## src/rtl/branch_resolve_unit.sv

```systemverilog
// Branch resolution stage: evaluates the branch condition, computes the correct next PC,
// flags mispredictions, trains a 2-bit bimodal predictor and keeps branch statistics.
module branch_resolve_unit #(
  parameter int XLEN        = 32,
  parameter int BHT_ENTRIES = 16,
  parameter int CNT_W       = 16
) (
  input  logic             clk,
  input  logic             rst,
  input  logic [XLEN-1:0]  lookup_pc,
  output logic             lookup_taken,
  input  logic             res_valid,
  input  logic             branch_en,
  input  logic             stall,
  input  logic [XLEN-1:0]  res_pc,
  input  logic [XLEN-1:0]  op_a,
  input  logic [XLEN-1:0]  op_b,
  input  logic [XLEN-1:0]  imm,
  input  logic [2:0]       func3,
  input  logic             pred_in,
  output logic             out_valid,
  output logic             out_taken,
  output logic             out_mispredict,
  output logic             out_illegal,
  output logic [XLEN-1:0]  out_next_pc,
  output logic             flush,
  output logic [CNT_W-1:0] branch_cnt,
  output logic [CNT_W-1:0] mispred_cnt
);

  localparam int IDX_W = $clog2(BHT_ENTRIES);

  logic [1:0]       bht [BHT_ENTRIES];
  logic [IDX_W-1:0] lookup_idx;
  logic [IDX_W-1:0] res_idx;
  logic             accept;
  logic             legal;
  logic             cond_taken;
  logic             mispredict;
  logic [XLEN-1:0]  next_pc;
  logic             unused_lookup_bits;

  assign lookup_idx         = lookup_pc[IDX_W+1:2];
  assign res_idx            = res_pc[IDX_W+1:2];
  assign unused_lookup_bits = ^{lookup_pc[XLEN-1:IDX_W+2], lookup_pc[1:0]};

  // Reads the table before this cycle's training write lands.
  assign lookup_taken = bht[lookup_idx][1];

  assign accept = res_valid & branch_en & ~stall;
  assign legal  = (func3[2:1] != 2'b01);

  always_comb begin
    cond_taken = 1'b0;
    case (func3)
      3'b000:  cond_taken = (op_a == op_b);
      3'b001:  cond_taken = (op_a != op_b);
      3'b100:  cond_taken = ($signed(op_a) <  $signed(op_b));
      3'b101:  cond_taken = ($signed(op_a) >= $signed(op_b));
      3'b110:  cond_taken = (op_a <  op_b);
      3'b111:  cond_taken = (op_a >= op_b);
      default: cond_taken = 1'b0;
    endcase
  end

  assign mispredict = legal & (cond_taken != pred_in);
  assign next_pc    = cond_taken ? (res_pc + imm) : (res_pc + XLEN'(4));

  // Stall freezes the result but drops flush so a redirect is issued only once.
  always_ff @(posedge clk) begin
    if (rst) begin
      out_valid      <= 1'b0;
      out_taken      <= 1'b0;
      out_mispredict <= 1'b0;
      out_illegal    <= 1'b0;
      out_next_pc    <= '0;
      flush          <= 1'b0;
    end else if (stall) begin
      flush <= 1'b0;
    end else if (accept) begin
      out_valid      <= 1'b1;
      out_taken      <= cond_taken;
      out_mispredict <= mispredict;
      out_illegal    <= ~legal;
      out_next_pc    <= next_pc;
      flush          <= mispredict;
    end else begin
      out_valid <= 1'b0;
      flush     <= 1'b0;
    end
  end

  always_ff @(posedge clk) begin
    if (rst) begin
      for (int i = 0; i < BHT_ENTRIES; i++) begin
        bht[i] <= 2'b01;
      end
    end else if (accept && legal) begin
      if (cond_taken && (bht[res_idx] != 2'b11)) begin
        bht[res_idx] <= bht[res_idx] + 2'b01;
      end else if (!cond_taken && (bht[res_idx] != 2'b00)) begin
        bht[res_idx] <= bht[res_idx] - 2'b01;
      end
    end
  end

  always_ff @(posedge clk) begin
    if (rst) begin
      branch_cnt  <= '0;
      mispred_cnt <= '0;
    end else if (accept && legal) begin
      if (branch_cnt != '1) begin
        branch_cnt <= branch_cnt + CNT_W'(1);
      end
      if (mispredict && (mispred_cnt != '1)) begin
        mispred_cnt <= mispred_cnt + CNT_W'(1);
      end
    end
  end

endmodule

```

## config.mk

```make
export PLATFORM = sky130hd
export DESIGN_NAME = branch_resolve_unit
export DESIGN_NICKNAME = d
export VERILOG_FILES = /design/src/rtl/branch_resolve_unit.sv
export SDC_FILE = /design/constraint.sdc
export NUM_CORES = 1
export LEC_CHECK = 0
export CORE_ASPECT_RATIO = 1.1
export CORE_UTILIZATION = 45
export CTS_BUF_LIST = sky130_fd_sc_hd__clkbuf_4 sky130_fd_sc_hd__clkbuf_8
export DETAILED_ROUTE_END_ITERATION = 8
export PLACE_DENSITY = 0.84
export SETUP_SLACK_MARGIN = 0.05
export SLEW_MARGIN = 20
export SYNTH_ARGS = -nofsm -noshare
export SYNTH_HDL_FRONTEND = slang
export SYNTH_SLANG_ARGS = --single-unit
```

## constraint.sdc

```tcl
create_clock -name clk -period 3.25 [get_ports clk]
set_input_delay 0.4875 -clock clk [delete_from_list [all_inputs] [get_ports clk]]
set_output_delay 0.4875 -clock clk [all_outputs]
set_load 0.05 [all_outputs]
```

Yosys cells after proc, flatten, opt, wreduce, memory -nomap -nowiden
Memory sizes are Yosys's and may differ from the RTL's.
Cells that the tools add are included.
{"block": "totals", "reg_bits": 69, "ramBits": 32, "in_bits": 169, "out_inout_bits": 70, "word_cells": 68, "mem_count": 1}
{"name": "bht", "words": 16, "width": 2, "read_ports": 2, "rd_clocked_by_memory_dff": 0, "wr": 16, "line_no": "33", "source": "logic [1:0] bht [BHT_ENTRIES];"}
{"block": "classes", "addsub": 6, "order_cmp": 4, "n_eq_ne": 12, "mux": 18, "n_bitwise": 7, "reduce_logical": 12}
{"operator": ">= comparator 32 bit", "n": 2}
{"operator": "less-than comparator 32 bit", "n": 2}
{"operator": "adder 16 x 1 -> 16 bit (second input constant)", "n": 2}
{"operator": "adder 32 x 3 -> 32 bit (second input constant)", "n": 1}
{"operator": "adder 32 bit", "n": 1}
{"operator": "== test 32 bit", "n": 1}
{"operator": "2-to-1 mux 32 bit", "n": 1}
{"operator": "!= test 16 bit (second input constant)", "n": 2}
{"operator": "!= test 32 bit", "n": 1}
{"operator": "2-to-1 mux 1 bit", "n": 13}
{"operator": "== test 3 bit (second input constant)", "n": 4}
{"operator": "one-hot mux 1 bit (6 select lines)", "n": 1}
{"operator": "AND reduction 2 bit", "n": 3}
{"operator": "logical AND 1 bit", "n": 4}
{"operator": "2-to-1 mux 2 bit", "n": 2}
{"operator": "2-to-1 mux 4 bit", "n": 1}
{"operator": "bitwise AND 1 bit", "n": 3}
{"operator": "== test 3 x 1 -> 1 bit (second input constant)", "n": 1}
{"operator": "logical NOT 3 bit", "n": 1}
{"operator": "inverter 1 bit", "n": 3}
{"operator": "OR reduction 3 bit", "n": 1}
{"operator": "adder 2 x 1 -> 2 bit (second input constant)", "n": 1}
{"operator": "!= test 2 x 1 -> 1 bit (second input constant)", "n": 1}
{"operator": "!= test 2 bit (second input constant)", "n": 1}
{"operator": "6 further kinds", "n": 6}

Depth between registers and ports, before layout
{"block": "logic_depth", "word_depth": 12, "mapped_depth": 13, "mapped_depth_nobuf": 12}

Least setup slack after synthesis
No wires, ideal clock.
{"block": "synth_path", "path_kind": "in2reg", "start": "input op_b[14]", "end": "memory bht[7][1], data pin", "setup_time_ps": 266, "arrival_ps": 3186, "required_ps": 2984, "slack_ps": -202, "path_stages": 12, "n_path_buf": 1, "cell_sequence": "inv_1 ha_1 nand4_1 nor4_2 a221o_2 o31ai_4 nand2_1 a2111o_2 nor2_2 mux2i_1 buf_2 nor3_1"}
{"item": "start, declared", "line_no": "17", "source": "input logic [XLEN-1:0] op_b,"}
{"item": "end, declared", "line_no": "33"}

Worst setup path after layout
{"block": "layout_path", "start": "input op_b[5]", "end": "register mispred_cnt[6]"}
{"block": "layout_between", "elab_chain_cells": 6, "word_cells_on_any_way": 11, "cone_classes": "order compare: 4; eq/ne: 3; mux: 1; bitwise: 1; reduce/logical: 2"}
{"item": ">= comparator 32 bit (tied with other cells)", "line_no": "61", "source": "3'b111: cond_taken = (op_a >= op_b);"}
{"item": "one-hot mux 1 bit (6 select lines) (*)", "line_no": "55", "source": "case (func3)"}
{"item": "!= test 1 bit (*)", "line_no": "66", "source": "assign mispredict = legal & (cond_taken != pred_in);"}
{"item": "bitwise AND 1 bit (*)", "line_no": "66"}
{"item": "logical AND 1 bit (*)", "line_no": "115", "source": "if (mispredict && (mispred_cnt != '1)) begin"}
{"item": "AND reduction 2 bit (no line) (*)"}
{"item": "end signal, assigned", "line_no": "116", "source": "mispred_cnt <= mispred_cnt + CNT_W'(1);"}
{"item": "end, declared", "line_no": "28", "source": "output logic [CNT_W-1:0] mispred_cnt"}
Mark *: on every way between the ends. The rest lies on a longest branch, timed or not.
A chain may end at the register's enable or synchronous reset.

==> flow_summary.yaml <==
setup_path:
  end_kind: "flip-flop"
  cp.required_ns: 3.53
  worst_reg2reg_path_length_in_cells: 10
  regToRegStartpoint: "mispred_cnt[0]$_SDFFE_PP0P_"
  worst_path_largest_cell_delay_ns: 0.51
  slowest_stage: "sky130_fd_sc_hd__a2111o_2"
  critical_path.most_common_cell: "sky130_fd_sc_hd__nor4_4"
  timing.rr.end: "mispred_cnt[13]$_SDFFE_PP0P_"
  critical_path_peak_fanout: 6
  worstSetupPathType: "primary input to flip-flop"
  worstPathArrival_ns: 3.49
  crit_path_cell_trace: "buf_6 > inv_4 > ha_4 > nand4_1 > nor4_4 > a221o_2 > o31ai_4 > nand2_2 > a2111o_2 > nor4_4 > buf_4 > o21a_1 > mux2_4"
  reg2reg_setup_slack_ns: 0.66
  startpoint_type: "primary input"
floorplan:
  io-pin-count: 239
  die_h_um: 143
  core_region_area_sq_um: 17700
  start_util_pct: 45.9
  die_area_sq_um: 18600
  fp-row-count: 51
  die_span_x_um: 130
detailed_routing:
  ant_nets: 0
  wirelength_um: 26000
  dr_total_vias: 8536
  vias_per_cell: 5.62
  detail_route.first_pass.iterations: 6
  routed_length_per_instance_um: 17.1
  drt_iter0_markers: 530
  detail_route.drc_violations: 0
logic_synthesis:
  synth_area_leader_cell: "sky130_fd_sc_hd__dfxtp_1"
  synth_top_family_by_area: "simple AND/OR/NAND/NOR gates"
  synth.ff_latch_count: 101
  synth_seq_area_share_pct: 28.9
  post_synth_num_cell_types: 74
  synth_compound_area_share_pct: 19.1
  yosys-mux-area-fraction_pct: 7.35
  number_of_enable_type_register_cells_in_the_synthesized_netlist: 32
  yosys_warnings: 0
  postSynth.topFlopCell: "sky130_fd_sc_hd__dfxtp_1"
  synthXorXnorAreaFrac_pct: 6.48
  mappedNetlistArea_sq_um: 8110
  synthSimpleGateAreaFrac_pct: 22.8
  synthTopCellsByArea: "sky130_fd_sc_hd__dfxtp_1, sky130_fd_sc_hd__edfxtp_1, sky130_fd_sc_hd__ha_1"
  syn-instance-count: 962
  post-synth-top-area-fraction_pct: 17.0
  synth_nets: 1201
  synth_async_sr_flop_share_pct: 0
  post_synth.cell_area_avg_sq_um: 8.43
  synth_fa_ha_area_share_pct: 10.9
pwr:
  leakage_power_nw: 4.88
  cellPowerDensity_nw_per_um2: 296
  report.power.total_mw: 3.57
  p_sw_mw: 1.20
  share_clk_of_total_power_pct: 24.0
  combinationalPowerShare_pct: 38.2
  sequentialPowerShare_pct: 37.8
  power_switching_share_pct: 33.7
  internal-power_mw: 2.37
  vdd_ir_drop_max_uv: 207
global_route:
  antenna_found_initial: 0
  via_count_of_the_first_global_routing_pass: 8436
  grt.overflow.total: 0
  grt_first_pass_wirelength_um: 40000
  grt_max_degree: 74
  grt_use_total_pct: 27.6
timing:
  worst-slew-pin-transition_ns: 0.752
  achievable-frequency_ghz: 0.312
  fin_crit_ns: 3.20
  totalNegativeSetupSlack_ns: 0
  final_worst_path_period_share_pct: 98.6
  timing.max_slew.rel_slack_pct: 49.9
  holdWs_ns: 0.473
  finalSetupViolCount: 0
  finalMaxSlewViolations: 0
  hold_viol_final: 0
  timing.final.ws_setup_ns: 0.0469
  skew_ns: 0.0116
  rsz0062_at_grt: "yes"
min_path:
  worstHoldPathType: "flip-flop to flip-flop"
  hold_end: "out_next_pc[26]$_SDFFE_PP0P_"
  hold_start: "out_next_pc[26]$_SDFFE_PP0P_"
  hold-path-cell-count: 2
clock_network:
  post_cts_hold_buffer_count: 0
  tritoncts.num_buffers: 9
  h_tree_levels: 3
  ctsLongestPathBuffers: 2
  cts_tree: "built"
  cts.root.buffer_cell: "sky130_fd_sc_hd__clkbuf_8"
  cts.sinks: 101
  cts.clk_slew.worst_paths_ns: 0.11
  clkLatencyLatePin_ns: 0.39
place:
  preCtsSetupSlack_ns: -0.746
  placer_congestion: 0.918
  port_buffers: 210
  place.detailed.hpwl_um: 19700
cells_and_area:
  diodes: 0
  layout.nets: 1516
  n_fill_cell: 1384
  post_route_cells_drive_above_1_share_pct: 22.8
  area.growth.synth_to_final_pct: 48.6
flow_run:
  timing.max_cap.violations: 0
outcome:
  status: "complete, no violations"
## synth_stat cells (all sizes together) (11+ instances only)
cell / count
nor2: 101
nand2: 81
dfxtp: 69
ha: 69
o21ai: 66
a21oi: 58
inv: 56
xnor2: 38
edfxtp: 32
nand3: 32
nor3: 29
a21o: 27
nor2b: 27
clkbuf: 24
xor2: 22
nand3b: 19
nand4: 18
and3: 17
mux2: 16
mux4: 14
o21a: 12
buf: 11
## flip-flops by register name (all words and copies together) (netlist names)
| register | count |
|---|---|
| branch_cnt | 16 |
| bht | 32 |
| out_illegal | 1 |
| out_taken | 1 |
| out_mispredict | 1 |
| flush | 1 |
| out_valid | 1 |
| mispred_cnt | 16 |
| out_next_pc | 32 |
## worst max-delay path, delay by kind of cell
kind | cells | cell delay [ns]
AND/OR/NAND/NOR | 4 | 0.75
multiplexers | 1 | 0.30
buffers and inverters | 3 | 0.34
AO/OA/AOI/OAI | 4 | 1.41
adder cells (fa/ha/maj) | 1 | 0.18
## power by group through the flow
stage          sequential [mW]  combinational (mW)  clock [mW]
6_report                  1.35                1.36       0.857
5_1_grt                   1.35                1.47       0.919
4_1_cts                   1.35                1.30       0.861
3_5_place_dp              1.38                1.27           0
3_3_place_gp              1.38                1.24           0
2_1_floorplan             1.45               0.621           0
## metal layers
| metal | global-route usage (%) | vias up | part of all wire [%] |
|---|---|---|---|
| li1 | - | 4135 | - |
| met1 | 31.7 | 4020 | 40 |
| met2 | 50.5 | 324 | 51 |
| met3 | 3.90 | 57 | 6.4 |
| met4 | 11.9 | 0 | 3.2 |
| met5 | 0 | - | 0 |
## kinds of logic after synthesis
group,count (synthesis)
and+or+nand+nor,366
AOI/OAI and AO/OA,234
DFF,101
buffers and inverters,91
adders and majority gates,70
xor gates and xnor gates,60
muxes,40
## placed cells by master (no fill, tap or decap), types with 12 or more instances in the layout
cell,count
sky130_fd_sc_hd__nand2_1,78
sky130_fd_sc_hd__ha_1,41
sky130_fd_sc_hd__mux2_1,12
sky130_fd_sc_hd__inv_2,19
sky130_fd_sc_hd__clkdlybuf4s15_1,20
sky130_fd_sc_hd__and3_1,16
sky130_fd_sc_hd__xor2_1,22
sky130_fd_sc_hd__o21a_1,12
sky130_fd_sc_hd__buf_6,17
sky130_fd_sc_hd__ha_4,27
sky130_fd_sc_hd__nor2_1,100
sky130_fd_sc_hd__nand3_1,31
sky130_fd_sc_hd__mux4_2,14
sky130_fd_sc_hd__o21ai_0,54
sky130_fd_sc_hd__clkdlybuf4s50_1,144
sky130_fd_sc_hd__xnor2_1,38
sky130_fd_sc_hd__nand4_1,18
sky130_fd_sc_hd__buf_4,123
sky130_fd_sc_hd__edfxtp_1,32
sky130_fd_sc_hd__inv_1,29
sky130_fd_sc_hd__dfxtp_1,69
sky130_fd_sc_hd__a21o_1,27
sky130_fd_sc_hd__nor3_1,26
sky130_fd_sc_hd__nand3b_1,19
sky130_fd_sc_hd__clkbuf_2,19
sky130_fd_sc_hd__a21oi_1,51
sky130_fd_sc_hd__nor2b_1,26
## worst max-delay path by stage
stage,start,to,slack [ns],cells after the start
global placement,op_b[13],mispred_cnt[0]$_SDFFE_PP0P_,-0.61,13
detailed placement,op_b[13],mispred_cnt[12]$_SDFFE_PP0P_,-0.75,13
finish,op_b[5],mispred_cnt[6]$_SDFFE_PP0P_,0.05,13
global route,op_b[4],mispred_cnt[6]$_SDFFE_PP0P_,-0.03,13
floorplan,op_b[13],bht[0][0]$_SDFFCE_PN1P_,0.03,12
CTS,op_a[16],bht[4][1]$_SDFFCE_PN0P_,0.05,12
## stage by stage
step | cells | utilization (%) | cell area, sq um
after floorplan | 962 | - | 8330
after global placement | 1485 | 64.6 | 11400
after detailed placement | 1485 | 64.6 | 11400
after CTS | 1509 | 67.2 | 11900
after global routing | 1520 | 68.2 | 12000
final | 1520 | 68.2 | 12000
## what timing repair did
| action | CTS | global route |
|---|---|---|
| cloned | 1 | 0 |
| pin swaps | 40 | 55 |
| setup buffers | 7 | 11 |
| setup endpoints to repair | 115 | 113 |
| resized for setup | 114 | 139 |
## final cells by class
type	instances	area (sq um)	area share (%)
clock inverter	5	60.1	0.499
clock buffer	11	139	1.15
timing repair buffer	339	3040	25.2
multi-input combinational	770	5920	49.2
tap	238	298	2.47
sequential	101	2340	19.4
inverter	56	245	2.04
No activity file was read; power rests on OpenSTA's default activity.
